[src/rtl/axi_lite_pkg.sv]
// ---------------------------------------------------------------------------
// axi_lite_pkg
// Shared definitions for the AXI4-Lite register-file slave: response codes
// and the write/read channel state encodings.
// ---------------------------------------------------------------------------
package axi_lite_pkg;

    localparam logic [1:0] RESP_OKAY   = 2'b00;
    localparam logic [1:0] RESP_SLVERR = 2'b10;

    typedef enum logic [1:0] {
        W_IDLE,
        W_AW,
        W_W,
        W_RESP
    } wr_state_t;

    typedef enum logic {
        R_IDLE,
        R_VALID
    } rd_state_t;

endpackage

[src/rtl/hex7seg_decode.sv]
// ---------------------------------------------------------------------------
// hex7seg_decode
// Combinational hex digit to seven-segment pattern, active-high,
// bit order {dp, g, f, e, d, c, b, a}; dp is always off.
// Only built when AXI_REGFILE_HEX7SEG_EN is defined.
//
// Ports:
//   i_nibble  in   4  hex digit 0-F
//   o_seg     out  8  segment pattern
// ---------------------------------------------------------------------------
`ifdef AXI_REGFILE_HEX7SEG_EN
module hex7seg_decode (
    input  logic [3:0] i_nibble,
    output logic [7:0] o_seg
);

    always_comb begin
        o_seg = 8'h00;
        case (i_nibble)
            4'h0: o_seg = 8'h3F;
            4'h1: o_seg = 8'h06;
            4'h2: o_seg = 8'h5B;
            4'h3: o_seg = 8'h4F;
            4'h4: o_seg = 8'h66;
            4'h5: o_seg = 8'h6D;
            4'h6: o_seg = 8'h7D;
            4'h7: o_seg = 8'h07;
            4'h8: o_seg = 8'h7F;
            4'h9: o_seg = 8'h6F;
            4'hA: o_seg = 8'h77;
            4'hB: o_seg = 8'h7C;
            4'hC: o_seg = 8'h39;
            4'hD: o_seg = 8'h5E;
            4'hE: o_seg = 8'h79;
            4'hF: o_seg = 8'h71;
            default: o_seg = 8'h00;
        endcase
    end

endmodule
`endif

[src/rtl/axi_lite_regfile_slave.sv]
// ---------------------------------------------------------------------------
// axi_lite_regfile_slave
// AXI4-Lite slave in front of a bank of NUM_REGS registers of DATA_W bits.
// AW and W may arrive in either order or together; byte strobes select the
// bytes written. Out-of-range accesses answer SLVERR without side effects.
// The data of the latest completed read is kept on o_last_rdata and shown
// on o_disp_hex.
//
// Optional feature macro: AXI_REGFILE_HEX7SEG_EN
//   defined   : o_disp_hex = registered 7-segment decode of last_rdata[3:0]
//   undefined : o_disp_hex = last_rdata[7:0]
//
// Ports:
//   i_clk, i_rst                 clock, synchronous active-high reset
//   i_s_aw*/o_s_awready          write address channel
//   i_s_w*/o_s_wready            write data channel (with byte strobes)
//   o_s_b*/i_s_bready            write response channel
//   i_s_ar*/o_s_arready          read address channel
//   o_s_r*/i_s_rready            read data channel
//   o_last_rdata                 data of the most recent R handshake
//   o_disp_hex                   display pattern
//
// Write FSM
//   state  | meaning
//   W_IDLE | waiting for AW and/or W
//   W_AW   | address held, waiting for W
//   W_W    | data and strobes held, waiting for AW
//   W_RESP | B response presented, waiting for bready
// Read FSM
//   state   | meaning
//   R_IDLE  | waiting for AR
//   R_VALID | R presented, waiting for rready
// ---------------------------------------------------------------------------
module axi_lite_regfile_slave
    import axi_lite_pkg::*;
#(
    parameter int ADDR_W   = 4,
    parameter int DATA_W   = 8,
    parameter int NUM_REGS = 16
) (
    input  logic                  i_clk,
    input  logic                  i_rst,
    input  logic [ADDR_W-1:0]     i_s_awaddr,
    input  logic                  i_s_awvalid,
    output logic                  o_s_awready,
    input  logic [DATA_W-1:0]     i_s_wdata,
    input  logic [DATA_W/8-1:0]   i_s_wstrb,
    input  logic                  i_s_wvalid,
    output logic                  o_s_wready,
    output logic [1:0]            o_s_bresp,
    output logic                  o_s_bvalid,
    input  logic                  i_s_bready,
    input  logic [ADDR_W-1:0]     i_s_araddr,
    input  logic                  i_s_arvalid,
    output logic                  o_s_arready,
    output logic [DATA_W-1:0]     o_s_rdata,
    output logic [1:0]            o_s_rresp,
    output logic                  o_s_rvalid,
    input  logic                  i_s_rready,
    output logic [DATA_W-1:0]     o_last_rdata,
    output logic [7:0]            o_disp_hex
);

    localparam int STRB_W = DATA_W / 8;
    localparam logic [ADDR_W:0] NUM_REGS_L = (ADDR_W + 1)'(NUM_REGS);

    wr_state_t            r_wstate;
    rd_state_t            r_rstate;
    logic [DATA_W-1:0]    r_regs [NUM_REGS];
    logic [ADDR_W-1:0]    r_aw_addr;
    logic [DATA_W-1:0]    r_wdata;
    logic [STRB_W-1:0]    r_wstrb;
    logic                 r_bvalid;
    logic [1:0]           r_bresp;
    logic                 r_rvalid;
    logic [1:0]           r_rresp;
    logic [DATA_W-1:0]    r_rdata;
    logic [DATA_W-1:0]    r_last_rdata;

    logic                 w_awready;
    logic                 w_wready;
    logic                 w_arready;
    logic                 w_aw_hs;
    logic                 w_w_hs;
    logic                 w_ar_hs;
    logic                 w_commit;
    logic [ADDR_W-1:0]    w_c_addr;
    logic [DATA_W-1:0]    w_c_data;
    logic [STRB_W-1:0]    w_c_strb;
    logic [DATA_W-1:0]    w_rd_word;

    function automatic logic in_range(input logic [ADDR_W-1:0] addr);
        return {1'b0, addr} < NUM_REGS_L;
    endfunction

    // Readys are pure decodes of state, gated by reset so nothing can
    // handshake while rst is high.
    assign w_awready = ~i_rst & ((r_wstate == W_IDLE) || (r_wstate == W_W));
    assign w_wready  = ~i_rst & ((r_wstate == W_IDLE) || (r_wstate == W_AW));
    assign w_arready = ~i_rst & (r_rstate == R_IDLE);

    assign w_aw_hs = i_s_awvalid & w_awready;
    assign w_w_hs  = i_s_wvalid  & w_wready;
    assign w_ar_hs = i_s_arvalid & w_arready;

    // Commit operands: whichever half already arrived comes from the
    // holding registers, the other half straight from the bus.
    assign w_c_addr = (r_wstate == W_AW) ? r_aw_addr : i_s_awaddr;
    assign w_c_data = (r_wstate == W_W)  ? r_wdata   : i_s_wdata;
    assign w_c_strb = (r_wstate == W_W)  ? r_wstrb   : i_s_wstrb;

    always_comb begin
        w_commit = 1'b0;
        case (r_wstate)
            W_IDLE:  w_commit = w_aw_hs & w_w_hs;
            W_AW:    w_commit = w_w_hs;
            W_W:     w_commit = w_aw_hs;
            default: w_commit = 1'b0;
        endcase
    end

    always_ff @(posedge i_clk) begin
        if (i_rst) begin
            r_wstate  <= W_IDLE;
            r_aw_addr <= '0;
            r_wdata   <= '0;
            r_wstrb   <= '0;
            r_bvalid  <= 1'b0;
            r_bresp   <= RESP_OKAY;
        end else if (w_commit) begin
            r_bvalid <= 1'b1;
            r_bresp  <= in_range(w_c_addr) ? RESP_OKAY : RESP_SLVERR;
            r_wstate <= W_RESP;
        end else begin
            case (r_wstate)
                W_IDLE: begin
                    if (w_aw_hs) begin
                        r_aw_addr <= i_s_awaddr;
                        r_wstate  <= W_AW;
                    end else if (w_w_hs) begin
                        r_wdata  <= i_s_wdata;
                        r_wstrb  <= i_s_wstrb;
                        r_wstate <= W_W;
                    end
                end
                W_RESP: begin
                    if (i_s_bready) begin
                        r_bvalid <= 1'b0;
                        r_wstate <= W_IDLE;
                    end
                end
                default: ;
            endcase
        end
    end

    // Address decode by comparison rather than indexing keeps out-of-range
    // addresses from aliasing onto implemented registers.
    always_ff @(posedge i_clk) begin
        if (i_rst) begin
            for (int i = 0; i < NUM_REGS; i++) begin
                r_regs[i] <= '0;
            end
        end else if (w_commit) begin
            for (int i = 0; i < NUM_REGS; i++) begin
                for (int b = 0; b < STRB_W; b++) begin
                    if ((w_c_addr == ADDR_W'(i)) && w_c_strb[b]) begin
                        r_regs[i][8*b +: 8] <= w_c_data[8*b +: 8];
                    end
                end
            end
        end
    end

    always_comb begin
        w_rd_word = '0;
        for (int i = 0; i < NUM_REGS; i++) begin
            if (i_s_araddr == ADDR_W'(i)) begin
                w_rd_word = r_regs[i];
            end
        end
    end

    // Capture happens on the AR edge from the current register contents, so
    // a write committing on the same edge is not yet visible.
    always_ff @(posedge i_clk) begin
        if (i_rst) begin
            r_rstate     <= R_IDLE;
            r_rvalid     <= 1'b0;
            r_rdata      <= '0;
            r_rresp      <= RESP_OKAY;
            r_last_rdata <= '0;
        end else begin
            case (r_rstate)
                R_IDLE: begin
                    if (w_ar_hs) begin
                        r_rdata  <= w_rd_word;
                        r_rresp  <= in_range(i_s_araddr) ? RESP_OKAY : RESP_SLVERR;
                        r_rvalid <= 1'b1;
                        r_rstate <= R_VALID;
                    end
                end
                R_VALID: begin
                    if (i_s_rready) begin
                        r_rvalid     <= 1'b0;
                        r_last_rdata <= r_rdata;
                        r_rstate     <= R_IDLE;
                    end
                end
                default: r_rstate <= R_IDLE;
            endcase
        end
    end

    assign o_s_awready  = w_awready;
    assign o_s_wready   = w_wready;
    assign o_s_arready  = w_arready;
    assign o_s_bvalid   = r_bvalid;
    assign o_s_bresp    = r_bresp;
    assign o_s_rvalid   = r_rvalid;
    assign o_s_rdata    = r_rdata;
    assign o_s_rresp    = r_rresp;
    assign o_last_rdata = r_last_rdata;

`ifdef AXI_REGFILE_HEX7SEG_EN
    logic [7:0] w_seg;
    logic [7:0] r_disp_hex;

    hex7seg_decode u_hex7seg_decode (
        .i_nibble (r_last_rdata[3:0]),
        .o_seg    (w_seg)
    );

    always_ff @(posedge i_clk) begin
        if (i_rst) begin
            r_disp_hex <= 8'h3F;
        end else begin
            r_disp_hex <= w_seg;
        end
    end

    assign o_disp_hex = r_disp_hex;
`else
    assign o_disp_hex = r_last_rdata[7:0];
`endif

endmodule

[config.mk]
export PLATFORM = sky130hd
export DESIGN_NAME = axi_lite_regfile_slave
export DESIGN_NICKNAME = d
export VERILOG_FILES = /design/src/rtl/axi_lite_pkg.sv /design/src/rtl/hex7seg_decode.sv /design/src/rtl/axi_lite_regfile_slave.sv
export SDC_FILE = /design/constraint.sdc
export NUM_CORES = 1
export LEC_CHECK = 0
export ABC_AREA = 1
export CAP_MARGIN = 20
export CORE_ASPECT_RATIO = 1.4
export CORE_MARGIN = 4
export CORE_UTILIZATION = 35
export DETAILED_ROUTE_END_ITERATION = 7
export PLACE_DENSITY = 0.6
export SLEW_MARGIN = 20
export SYNTH_ARGS = -nofsm -noshare
export SYNTH_HDL_FRONTEND = slang
export SYNTH_SLANG_ARGS = --single-unit
[constraint.sdc]
create_clock -name i_clk -period 2.3 [get_ports i_clk]
set_input_delay 0.23 -clock i_clk [delete_from_list [all_inputs] [get_ports i_clk]]
set_output_delay 0.23 -clock i_clk [all_outputs]
set_load 0.005 [all_outputs]
# After elaboration in Yosys (flattened, before gate mapping)
# Memory sizes are Yosys's and may differ from the RTL's.
# Cells that the tools add are included.
# classes
n_eq_ne	37
reduce_logical	31
n_mux	116
bitwise	27
# op_table
op	n
$mux W8	33
$mux W1	74
$eq A4 B4 Y1 const B	16
$eq A4 B3 Y1 const B	8
$eq A4 B2 Y1 const B	4
$logic_and A1 B1 Y1	16
$or A1 B1 Y1	16
$eq A4 B1 Y1 const B	2
$logic_not A4 Y1	2
$mux W2	4
$reduce_and A2 Y1	4
$and A1 B1 Y1	7
$reduce_and A3 Y1	2
$eq A2 B2 Y1 const B	2
$mux W4	1
$ne A2 B2 Y1 const B	2
$ne A4 B4 Y1 const B	1
$not A1 Y1	4
$pmux W1 S2	2
$pmux W2 S2	1
$reduce_and A4 Y1	1
$reduce_bool A2 Y1	2
$ne A3 B3 Y1 const B	1
$pmux W1 S3	1
other kinds (4)	5
# totals
wordCells	221
input_bits	24
memories	1
out_inout_bits	33
ram_bits	128
regBits	34
# memory_table
name	depth	word_bits	read_ports	rd_clocked_by_memory_dff	wr	line	rtl
r_regs	16	8	16	0	16	axi_lite_regfile_slave.sv:69	logic [DATA_W-1:0] r_regs [NUM_REGS];

# Longest topological paths before layout
# logic_depth
word_depth	17
ltp_mapped	15
depth_no_buf	15

# Least setup slack after synthesis
# OpenSTA, ideal clock, no wires.
# synth_timing
path_kind	register -> register
startpoint	reg r_wstate[0]
endpoint	mem r_regs[12][0] (netlist: r_regs[1][32]), enable pin
setup_ns	0.387
arrival_ns	2.003
n_path_buf	1
slack_ns	-0.090
path_stages_with_launch	10
period_less_slack_ns	2.390
required_ns	1.913
path_cell_list	dfxtp_1 -> buf_6 -> inv_2 -> nor2_4 -> inv_2 -> o21ai_2 -> inv_1 -> nor2_4 -> inv_2 -> o31ai_1
# synth_rtl
element	line	rtl
start: declaration	axi_lite_regfile_slave.sv:67	wr_state_t r_wstate;
start signal: assignment	axi_lite_regfile_slave.sv:124	r_wstate <= W_IDLE;
start signal: assignment	axi_lite_regfile_slave.sv:133	r_wstate <= W_RESP;
start signal: assignment	axi_lite_regfile_slave.sv:139	r_wstate <= W_AW;
end: declaration	axi_lite_regfile_slave.sv:69	

==> summary.txt <==
WL/cell -> 15.2 µm
Count of different cell masters after synthesis -> 33
Leak Pwr -> 3.64 nW
CTS tree -> done
Critical Setup Path Class -> register to register
Mux contribution to synthesized area -> 0.138%
GRT Total Usage -> 15.5%
CP arrival -> 2.20 ns
First-pass GRT wire length -> 27400 µm
Reg2reg setup slack -> 0.19 ns
FMAX -> 473 MHz
CP Capture Type -> register
Run status -> complete, no violations
Row cnt -> 62
Dpl cells -> 1096
DP Wirelength -> 12800 µm
TritonRoute pass-1 iters -> 5
Diode count -> 0
Xor/xnor share of the synthesized area -> 0%
Vias per cell -> 4.74
Syn avg cell area -> 9.63 µm²
Num ports -> 57
Req. time, crit path -> 2.39 ns
Post-layout min period -> 2.11 ns
FF+latch count, synth -> 162
Post-Syn Instances -> 753
Worst-Skew Late Latency -> 0.42 ns
Post-Synth Simple-Gate Area -> 25.6%
Final Cycle Share -> 91.9%
Yosys Warn Count -> 0
Max Buffers Root-to-Sink -> 2
Area growth from synthesis to layout -> 24.8%
WHS Path Cells -> 3
Placer Congestion -> 0.805
Clk pin slew, worst setup/hold paths -> 0.07 ns
Pwr Density -> 774 nW/µm²
Die width -> 130 µm
Layout Cells excl Fill -> 1128
DRT iter0 DRCs -> 362
Post-route design area -> 9050 µm²
CTS resizes -> 0
Max-slew violation count -> 0
Buffers on Ports -> 52
Worst R2R End -> r_regs[0][17]
Final hold vios -> 0
Commonest cells after routing, fill and taps aside -> nor2_1 (184), nand2_1 (152), edfxtp_1 (128)
CTS root buf -> clkbuf_16
Total CTS buffers -> 17
Hold endpoint -> r_wdata[2]
VDD IR max -> 484 µV
Rel. slew slack -> 59.4%
Largest family of logic cells by synthesized area -> simple AND/OR/NAND/NOR gates
Hold_sp -> i_s_wdata[2]
Final wirelength -> 17200 µm
Core area -> 20500 µm²
Initial Utilization -> 35.4%
Post-Syn Area -> 7250 µm²
R2R cell count -> 7
Adder-Cell Fraction of Synth Area -> 0%
Final ANT Viol Nets -> 0
Crit-path max FO -> 8
Initial antenna violation count -> 0
Clk sinks -> 162
Vias in the first global route -> 5374
Filler cells -> 1983
Final setup fails -> 0
Clk_skew -> 0.0141 ns
Worst Tran Pin Value -> 0.607 ns
Area of placed instances -> 8440 µm²
Largest net degree at the start of global routing -> 28
Die span in y -> 178 µm
Synth Area in Compound Gates -> 5.82%
Nets -> 883
Via count -> 5343
Max Cap Viol -> 0
Post-synthesis sequential area ratio -> 62.4%
# DRC -> 0
Number of setup buffers added after CTS -> 0
HP Class -> input pin to register
RSZ-0062 raised after global routing -> false
CP Launch Type -> register
GRT Residual Overflow -> 0
Full die area -> 23100 µm²
RR Startpoint -> r_wstate[1]
Fraction of layout cells with a size suffix above 1 -> 16.4%
Post-CTS Hold Fix Bufs -> 0
H-tree depth -> 4
Commonest non-fill, non-tap cell in the layout -> nor2_1
==> critical path, cell delays in order (launching register included) <==
cell	delay, ns
dfxtp_1	0.38
nor2_4	0.20
inv_2	0.08
o21ai_2	0.26
inv_1	0.18
nor3_4	0.28
nand2_2	0.10
nand2_1	0.30
==> layer usage <==
metal	vias to the layer above	GRT usage, %	wire length, µm	part of all wire, %
met5	-	0	0	0
met4	0	6.24	476	2.8
met3	30	2.91	712	4.1
met2	131	27.6	9040	53
met1	2519	18.2	6960	41
li1	2663	-	-	-
==> report_power, final <==
group	internal [mW]	switching, mW
Sequential	3.33	0.0649
Clock	1.58	1.27
Combinational	0.292	0.470
==> layout make-up <==
class | instances | area, µm² | area share, %
inverters | 71 | 267 | 2.95
multi-input cells | 493 | 2310 | 25.5
clock inverters | 14 | 163 | 1.80
well taps | 256 | 320 | 3.54
flip-flops and latches | 162 | 4520 | 50.0
clock buffers | 18 | 439 | 4.85
repair buffers | 114 | 1020 | 11.3
==> how the worst max path moves through the flow <==
stage                              from  cells after the start            end
after floorplan             r_wstate[0]                      9  r_regs[1][16]
after global placement    i_s_araddr[2]                     15   o_s_rdata[6]
after detailed placement  i_s_araddr[2]                     15   o_s_rdata[6]
after CTS                   r_wstate[1]                      7  r_regs[0][19]
after global routing        r_wstate[1]                      9  r_regs[0][39]
final                       r_wstate[1]                      7  r_regs[0][17]
==> synth_stat cells <==
library cell / instances / area [µm²]
a21oi_1: 30 / 150
or2_2: 7 / 43.8
o31ai_1: 2 / 15.0
nor3_2: 1 / 10.0
edfxtp_1: 128 / 3840
nor2_8: 4 / 80.1
nor3_4: 1 / 16.3
dfxtp_1: 34 / 681
nor2_4: 4 / 45.0
or2_1: 3 / 18.8
inv_2: 11 / 41.3
buf_4: 13 / 97.6
buf_1: 1 / 3.75
mux2i_1: 1 / 10.0
nor4_1: 1 / 6.26
buf_2: 1 / 5.00
buf_6: 1 / 11.3
inv_1: 59 / 221
nand4_1: 21 / 131
nand2_1: 152 / 571
nand2_2: 4 / 25.0
nand3_1: 20 / 100
nand3_4: 2 / 35.0
nand2_4: 6 / 67.6
conb_1: 1 / 3.75
nor2_1: 184 / 691
nor2_2: 2 / 12.5
o21ai_4: 2 / 32.5
o21ai_2: 3 / 26.3
a31oi_1: 2 / 12.5
clkbuf_1: 14 / 52.6
clkinv_1: 1 / 3.75
o21ai_0: 37 / 185
==> sequential cells by signal (all words and copies together), names as in the netlist <==
register and cells:
r_regs 128, o_disp_hex 8, o_s_rdata 8, r_wdata 8, r_aw_addr 4, r_wstate 2
o_s_bvalid 1, o_s_rvalid 1, r_rstate 1, r_wstrb 1
==> stage by stage <==
| step | setup WS [ns] | setup TNS [ns] | total power, mW | hold WS, ns | util (%) |
|---|---|---|---|---|---|
| global placement | -0.0160 | -0.0305 | 4.23 | 0.462 | 41.2 |
| floorplan | 0.0492 | 0 | 3.90 | 0.341 | - |
| CTS | 0.155 | 0 | 7.05 | 0.363 | 44.2 |
| detailed placement | -0.0503 | -0.0627 | 4.23 | 0.462 | 41.2 |
| global route | 0.0289 | 0 | 7.28 | 0.376 | 44.2 |
| finish | 0.186 | 0 | 7.00 | 0.374 | 44.2 |
==> cell families after synthesis <==
group | after synthesis
other cells | 1
buf+inv | 101
mux | 1
flops | 162
compound gates | 76
simple gates | 412
Power figures use the tool's default switching activity.
